--- src/rtl/keypad_scanner.sv ---
// rtl/keypad_scanner.sv - 4x4 active-low matrix keypad scanner with debounce and one strobe per press
module keypad_scanner #(
  parameter logic [7:0]  SCAN_DIV        = 8'd200,
  parameter logic [19:0] DEBOUNCE_CYCLES = 20'd960000,
  parameter int          CNT_W           = 20
) (
  input  logic       clk,
  input  logic       reset,
  input  logic [3:0] rows,
  output logic [3:0] cols,
  output logic [3:0] s,
  output logic       en
);

  typedef enum logic [1:0] {SCAN, DEBOUNCE, HELD, RELEASE} state_t;

  localparam logic [CNT_W-1:0] SCAN_LAST = CNT_W'(SCAN_DIV - 8'd1);
  localparam logic [CNT_W-1:0] DEB_LAST  = CNT_W'(DEBOUNCE_CYCLES - 20'd1);
  localparam logic [CNT_W-1:0] SETTLE    = CNT_W'(3);
  localparam logic [CNT_W-1:0] ONE       = CNT_W'(1);

  state_t           state, state_n;
  logic [3:0]       rows_meta, rs;
  logic [1:0]       idx, idx_n;
  logic [1:0]       row_idx, row_n;
  logic [CNT_W-1:0] cnt, cnt_n;
  logic [3:0]       s_n;
  logic             en_n;
  logic             hit;
  logic [1:0]       hit_row;
  logic [3:0]       row_pat;

  // Map a latched (row, column) pair to its key code.
  function automatic logic [3:0] key_code(input logic [1:0] r, input logic [1:0] c);
    case ({r, c})
      4'h0: key_code = 4'h1;
      4'h1: key_code = 4'h2;
      4'h2: key_code = 4'h3;
      4'h3: key_code = 4'hA;
      4'h4: key_code = 4'h4;
      4'h5: key_code = 4'h5;
      4'h6: key_code = 4'h6;
      4'h7: key_code = 4'hB;
      4'h8: key_code = 4'h7;
      4'h9: key_code = 4'h8;
      4'hA: key_code = 4'h9;
      4'hB: key_code = 4'hC;
      4'hC: key_code = 4'hE;
      4'hD: key_code = 4'h0;
      4'hE: key_code = 4'hF;
      default: key_code = 4'hD;
    endcase
  endfunction

  // Only one driven column at a time; the index freezes outside SCAN.
  assign cols    = ~(4'b0001 << idx);
  assign row_pat = ~(4'b0001 << row_idx);

  // Two-flop synchronizer for the asynchronous row pins.
  always_ff @(posedge clk or negedge reset) begin
    if (!reset) begin
      rows_meta <= 4'hF;
      rs        <= 4'hF;
    end else begin
      rows_meta <= rows;
      rs        <= rows_meta;
    end
  end

  // Exactly one low row bit is a candidate press; anything else is ignored.
  always_comb begin
    hit     = 1'b1;
    hit_row = 2'd0;
    case (rs)
      4'b1110: hit_row = 2'd0;
      4'b1101: hit_row = 2'd1;
      4'b1011: hit_row = 2'd2;
      4'b0111: hit_row = 2'd3;
      default: hit = 1'b0;
    endcase
  end

  // State, counter, latched key and output registers.
  always_ff @(posedge clk or negedge reset) begin
    if (!reset) begin
      state   <= SCAN;
      idx     <= 2'd0;
      row_idx <= 2'd0;
      cnt     <= '0;
      s       <= 4'h0;
      en      <= 1'b0;
    end else begin
      state   <= state_n;
      idx     <= idx_n;
      row_idx <= row_n;
      cnt     <= cnt_n;
      s       <= s_n;
      en      <= en_n;
    end
  end

  // Scan / debounce / hold / release sequencing sharing one counter.
  always_comb begin
    state_n = state;
    idx_n   = idx;
    row_n   = row_idx;
    cnt_n   = cnt;
    s_n     = s;
    en_n    = 1'b0;
    case (state)
      SCAN: begin
        // The first cycles after a column change may still show the old column.
        if (cnt >= SETTLE && hit) begin
          row_n   = hit_row;
          cnt_n   = '0;
          state_n = DEBOUNCE;
        end else if (cnt == SCAN_LAST) begin
          cnt_n = '0;
          idx_n = idx + 2'd1;
        end else begin
          cnt_n = cnt + ONE;
        end
      end
      DEBOUNCE: begin
        if (rs != row_pat) begin
          state_n = SCAN;
          cnt_n   = '0;
          idx_n   = idx + 2'd1;
        end else if (cnt == DEB_LAST) begin
          en_n    = 1'b1;
          s_n     = key_code(row_idx, idx);
          state_n = HELD;
        end else begin
          cnt_n = cnt + ONE;
        end
      end
      HELD: begin
        // Other rows are ignored so a second key cannot strobe.
        if (rs[row_idx]) begin
          cnt_n   = '0;
          state_n = RELEASE;
        end
      end
      RELEASE: begin
        if (!rs[row_idx]) begin
          cnt_n   = '0;
          state_n = HELD;
        end else if (cnt == DEB_LAST) begin
          state_n = SCAN;
          cnt_n   = '0;
          idx_n   = idx + 2'd1;
        end else begin
          cnt_n = cnt + ONE;
        end
      end
      default: state_n = SCAN;
    endcase
  end

endmodule

--- config.mk ---
export PLATFORM = sky130hd
export DESIGN_NAME = keypad_scanner
export DESIGN_NICKNAME = d
export VERILOG_FILES = /design/src/rtl/keypad_scanner.sv
export SDC_FILE = /design/constraint.sdc
export NUM_CORES = 1
export LEC_CHECK = 0
export BUFFER_PORTS_ARGS = -buffer_cell sky130_fd_sc_hd__buf_2
export CORE_MARGIN = 2
export CORE_UTILIZATION = 54
export CTS_BUF_LIST = sky130_fd_sc_hd__clkbuf_16
export DETAILED_ROUTE_END_ITERATION = 16
export HOLD_SLACK_MARGIN = 0.02
export PLACE_DENSITY_LB_ADDON = 0.15
export SLEW_MARGIN = 20
export SYNTH_ARGS = -nofsm -noshare
export SYNTH_HDL_FRONTEND = slang
export SYNTH_SLANG_ARGS = --single-unit
export TNS_END_PERCENT = 5
--- constraint.sdc ---
create_clock -name clk -period 2.3 [get_ports clk]
set_clock_uncertainty 0.05 [all_clocks]
set_input_delay 0 -clock clk [delete_from_list [all_inputs] [get_ports clk]]
set_output_delay 0 -clock clk [all_outputs]
set_load 0.05 [all_outputs]
# Word level (Yosys, flattened, before mapping)
# Memory sizes are Yosys's and may differ from the RTL's. A register that Yosys moved wholly into a read port is not among the register bits.
# Index checks and enable logic that the tools add are counted.
# totals
romBits	64
elab_cells	75
reg_bits	35
n_memories	1
inputBits	6
output_inout_bits	9
# memory_table
memory	words	width	read_ports	rd_ports_with_merged_regs	wr	line_no	source
(name not given)	16	4	1	1	0	35	case ({r, c})
# classes
shifts	2
bitwise_logic	3
magnitude_cmp	2
n_reduce_logical	10
add_sub_neg	2
n_eq_ne	20
muxes	28
# op_table
op	count
two-way mux 20 bit	7
case mux 20 bit (4 select lines)	1
two-way mux 2 bit	11
adder 20 x 1 -> 20 bit, second input constant	1
equality test 20 bit, second input constant	1
equality test 20 x 8 -> 1 bit, second input constant	1
greater-or-equal comparator 20 x 2 -> 1 bit, second input constant	1
inequality test 2 bit, second input constant	7
equality test 4 bit, second input constant	3
case mux 2 bit (3 select lines)	2
inequality test 3 bit, second input constant	3
NOT 4 bit	2
case mux 2 bit (4 select lines)	1
<< shifter 1 x 2 -> 4 bit, first input constant	2
AND reduction 6 bit	1
two-way mux 1 bit	5
equality test 2 bit, second input constant	2
equality test 4 x 3 -> 1 bit, second input constant	1
inequality test 4 bit	1
AND reduction 2 bit	2
AND reduction 4 bit	1
OR reduction 4 bit	1
less-than comparator 2 x 3 -> 1 bit, second input constant	1
AND reduction 3 bit	1
8 further kinds	8

# Longest topological paths before layout
# logic_depth
word_depth	6
ltp_mapped	9
depth_no_buf	7

# Worst setup path before layout
# Ideal clock, no wire load.
# synth_path
path_type	register -> register
start	reg cnt[0]
end	reg cnt[12]
path_stages_with_launch	10
path_slack_ps	-218
setup_time_ps	134
t_arrival_ps	2334
n_path_buf	2
t_required_ps	2116
synth_period_minus_slack_ps	2518
cell_sequence	dfrtp_1 > ha_1 > and4_2 > nand3_4 > or4_4 > a221o_1 > buf_6 > buf_6 > a22oi_2 > o41ai_1
# synth_between
elab_chain_cells	4
elab_cells_between_ends	14
cone_classes	add/sub (1); order compare (1); eq/ne (3); mux (7); reduce/logical (2)
# synth_lines
item	line_no	source
start, declared	26	logic [CNT_W-1:0] cnt, cnt_n;
start signal, assigned	96	cnt <= cnt_n;
adder 20 x 1 -> 20 bit (tied with other cells)	121, 134, 153	
two-way mux 20 bit (tied with other cells)	148	end else if (cnt == DEB_LAST) begin
two-way mux 20 bit (on tied branches)	145, 113, 125	
case mux 20 bit (4 select lines)	110	case (state)
# Several ways; a longest one is shown, not always the timed one. The select of a mux whose other input is x is not followed.
# A chain may end at the register's enable or synchronous reset.

# Worst setup path after layout
# layout_path
start	reg cnt[1]
end	reg cnt[17]
# Same word-level chain as after synthesis.

==> impl_results.md <==
- Post-synth top area share: 33.7%
- Vias: 1903
- Yosys top cell by area: dfrtp_1
- Design area: 2910 sq um
- Ratio of cells with drive above 1 in the final layout: 29.6%
- Fillers: 307
- Pre-CTS setup slack: 0.0214 ns
- CTS Buffer Depth: 2
- GPL Wtd Cong: 0.818
- Crit. End Element: flip-flop
- Max-Cap Viols: 0
- Mean Syn Cell Area: 9.64 sq um
- Worst setup SP type: flip-flop
- R2R Path Start: cnt[1]
- Leak pwr: 1.26 nW
- Internal power: 1.82 mW
- Die width: 69.3 um
- Clock group share of total power: 31.5%
- PortBufs: 14
- CP Max Fanout: 11
- Post-CTS Setup Bufs: 0
- Final worst setup slack: 0.0297 ns
- Largest net degree at the start of global routing: 40
- 1st-iter DRT viols: 153
- WS Path Type: reg2reg
- Starting Density: 56.8%
- Post-route total power: 2.79 mW
- Fmax: 440 MHz
- Final net count: 296
- RSZ-0062 raised after global routing: yes
- Clock latency on the worst-skew pair: 0.28 ns
- Most frequent cell after synthesis: dfrtp_1
- Global-route wire length before repair: 8480 um
- Synth top cells by count: dfrtp_1, nand2_1, inv_1, nand3_1
- Worst hold start: rows_meta[0]
- Post-synth EDFFs: 0
- Core area: 4060 sq um
- Grt total ovfl: 0
- Setup Viol. Count Final: 0
- Root Driver: clkbuf_16
- NetSw: 0.969 mW
- Post-route antenna net violation count: 0
- Synthesis-stage register bit count: 39
- Sw Ratio: 34.8%
- Vias per std cell: 5.70
- Die area: 4810 sq um
- Pwr Density: 959 nW/um^2
- Initial antenna violation count: 0
- Ys Warns: 0
- Final worst path period share: 98.7%
- HPWL Detailed: 3480 um
- Mapped Nets: 252
- Clk pin slew, worst setup/hold paths: 0.05 ns
- Routed WL per cell: 14.7 um
- GRT Util Overall: 22.1%
- DRC: 0
- Number of global-route vias before repair: 1836
- Slew Limit Fails: 0
- Die height: 69.3 um
- TritonRoute pass-1 iters: 4
- Largest cells by area after synthesis: dfrtp_1, dfstp_2, a22oi_2
- Area grow syn2layout: 26.1%
- Rel. slew slack: 43.0%
- Synth async-reset ratio: 100%
- Yosys cell types: 55
- CTS tree: done
- CTS sink count: 39
- Peak supply drop: 629 uV
- Mapped cell area: 2300 sq um
- Final Hold Viols: 0
- N_diodes: 0
- H-tree depth: 2
- Status: completed
- Post-DP Area: 2640 sq um
- Worst Tran Pin Value: 0.855 ns
- Min Tclk post-route: 2.27 ns
- Mapped Cells: 239
- Post-Route Utilization: 71.6%
- Path type of the worst min-delay path: reg2reg
- Worst Path Arrival: 2.38 ns
- Setup crit start: cnt[1]
- Flop pwr share: 31.3%
- Site row count: 23
- Sequential fraction of the synthesis area: 42.8%
- Post-detailed-routing wire length: 4920 um
- Worst path required time: 2.41 ns
- # IOs: 15
- Cts bufs inserted: 5
- Gate power share: 37.2%
- Ys flop type: dfrtp_1
## cell usage in the layout (no fill, tap or decap), drive strengths merged, types with 2 or more instances in the layout
cell | synthesis | final
and4 | 2 | 2
mux2i | 2 | 2
o22ai | 3 | 3
o31ai | 10 | 10
a21boi | 4 | 4
nor3 | 2 | 2
a21oi | 10 | 10
clkbuf | 5 | 5
buf | 10 | 47
nand2 | 23 | 23
nand4b | 2 | 2
inv | 18 | 19
nor2b | 2 | 2
a31oi | 4 | 4
and3 | 6 | 6
dfrtp | 31 | 31
dfstp | 8 | 8
nand2b | 3 | 3
nand3 | 13 | 13
and2 | 5 | 5
nor2 | 9 | 9
xor2 | 2 | 2
o21ai | 8 | 8
bufinv | 0 | 2
ha | 7 | 7
a211oi | 3 | 3
a22oi | 11 | 11
a22o | 2 | 2
xnor2 | 3 | 3
dlygate4sd3 | 0 | 5
mux2 | 4 | 4
nor4 | 6 | 6
nand4 | 4 | 4
## worst max-delay path, stage by stage (launching register included)
cell	delay, ns
dfrtp_1	0.39
ha_4	0.15
and4_4	0.24
nand3_4	0.09
or4_4	0.45
a221o_1	0.36
nand2b_1	0.12
buf_4	0.21
o31ai_1	0.10
## path summary, 6_finish.rpt
| kind | slack, ns | cells after the start | endpoint |
|---|---|---|---|
| worst max-delay path | 0.03 | 8 | cnt[17] |
| worst min-delay path | 0.30 | 0 | rs[0] |
| worst max register to register | 0.03 | 8 | cnt[17] |
| worst min register to register | 0.30 | 0 | rs[0] |
| max in group asynchronous | 1.35 | 2 | cnt[10] |
| min in group asynchronous | 0.32 | 2 | cnt[3] |
## flip-flops by register name (all words and copies together) (netlist names)
| name | cells |
|---|---|
| rs | 4 |
| s | 4 |
| state | 2 |
| en | 1 |
| rows_meta | 4 |
| cnt | 20 |
| idx | 2 |
| row_idx | 2 |
## routing by layer
layer  up-vias  wire length, um  GRT usage, %
li1        966                -             -
met5         -                0             0
met4         0               63          7.19
met2        49             2360          36.6
met1       883             2270          28.6
met3         5              224          4.94
## power by group through the flow
stage / sequential (mW) / combinational [mW] / clock [mW]
2_1_floorplan: 0.866 / 0.759 / 0
3_3_place_gp: 0.881 / 0.994 / 0
3_5_place_dp: 0.885 / 1.01 / 0
4_1_cts: 0.874 / 1.03 / 0.895
5_1_grt: 0.890 / 1.16 / 0.923
6_report: 0.872 / 1.04 / 0.878
## through the flow
stage               hold WS [ns]  cells  setup TNS, ns
global route               0.307    334         -0.891
CTS                        0.303    334              0
detailed placement        0.0569    321              0
finish                     0.304    334              0
global placement          0.0553    321              0
floorplan                 -0.346    239        -0.0734
## layout make-up
class	count	area, sq um	area share (%)
Sequential cell	39	986	33.9
Clock buffer	5	125	4.30
Timing Repair Buffer	52	397	13.6
Tap cell	50	62.6	2.15
Clock inverter	3	63.8	2.20
Inverter	18	67.6	2.32
Multi-Input combinational cell	167	1200	41.5
## cell families after synthesis
family	share of synthesized area, %
AND/OR/NAND/NOR	20.6
AO/OA/AOI/OAI	20.2
flip-flops	42.8
buffers and inverters	6.84
multiplexers	3.80
adder cells (fa/ha/maj)	3.80
XOR/XNOR	1.90
## timing repair
| item | in CTS | in global routing |
|---|---|---|
| endpoints found under the hold margin | 35 | 0 |
| resized for setup | 2 | 4 |
| endpoints found under the setup margin | 14 | 17 |
| pin swaps | 0 | 0 |
| hold buffers | 5 | 0 |
Note: power is estimated with default switching activity, not from simulation.
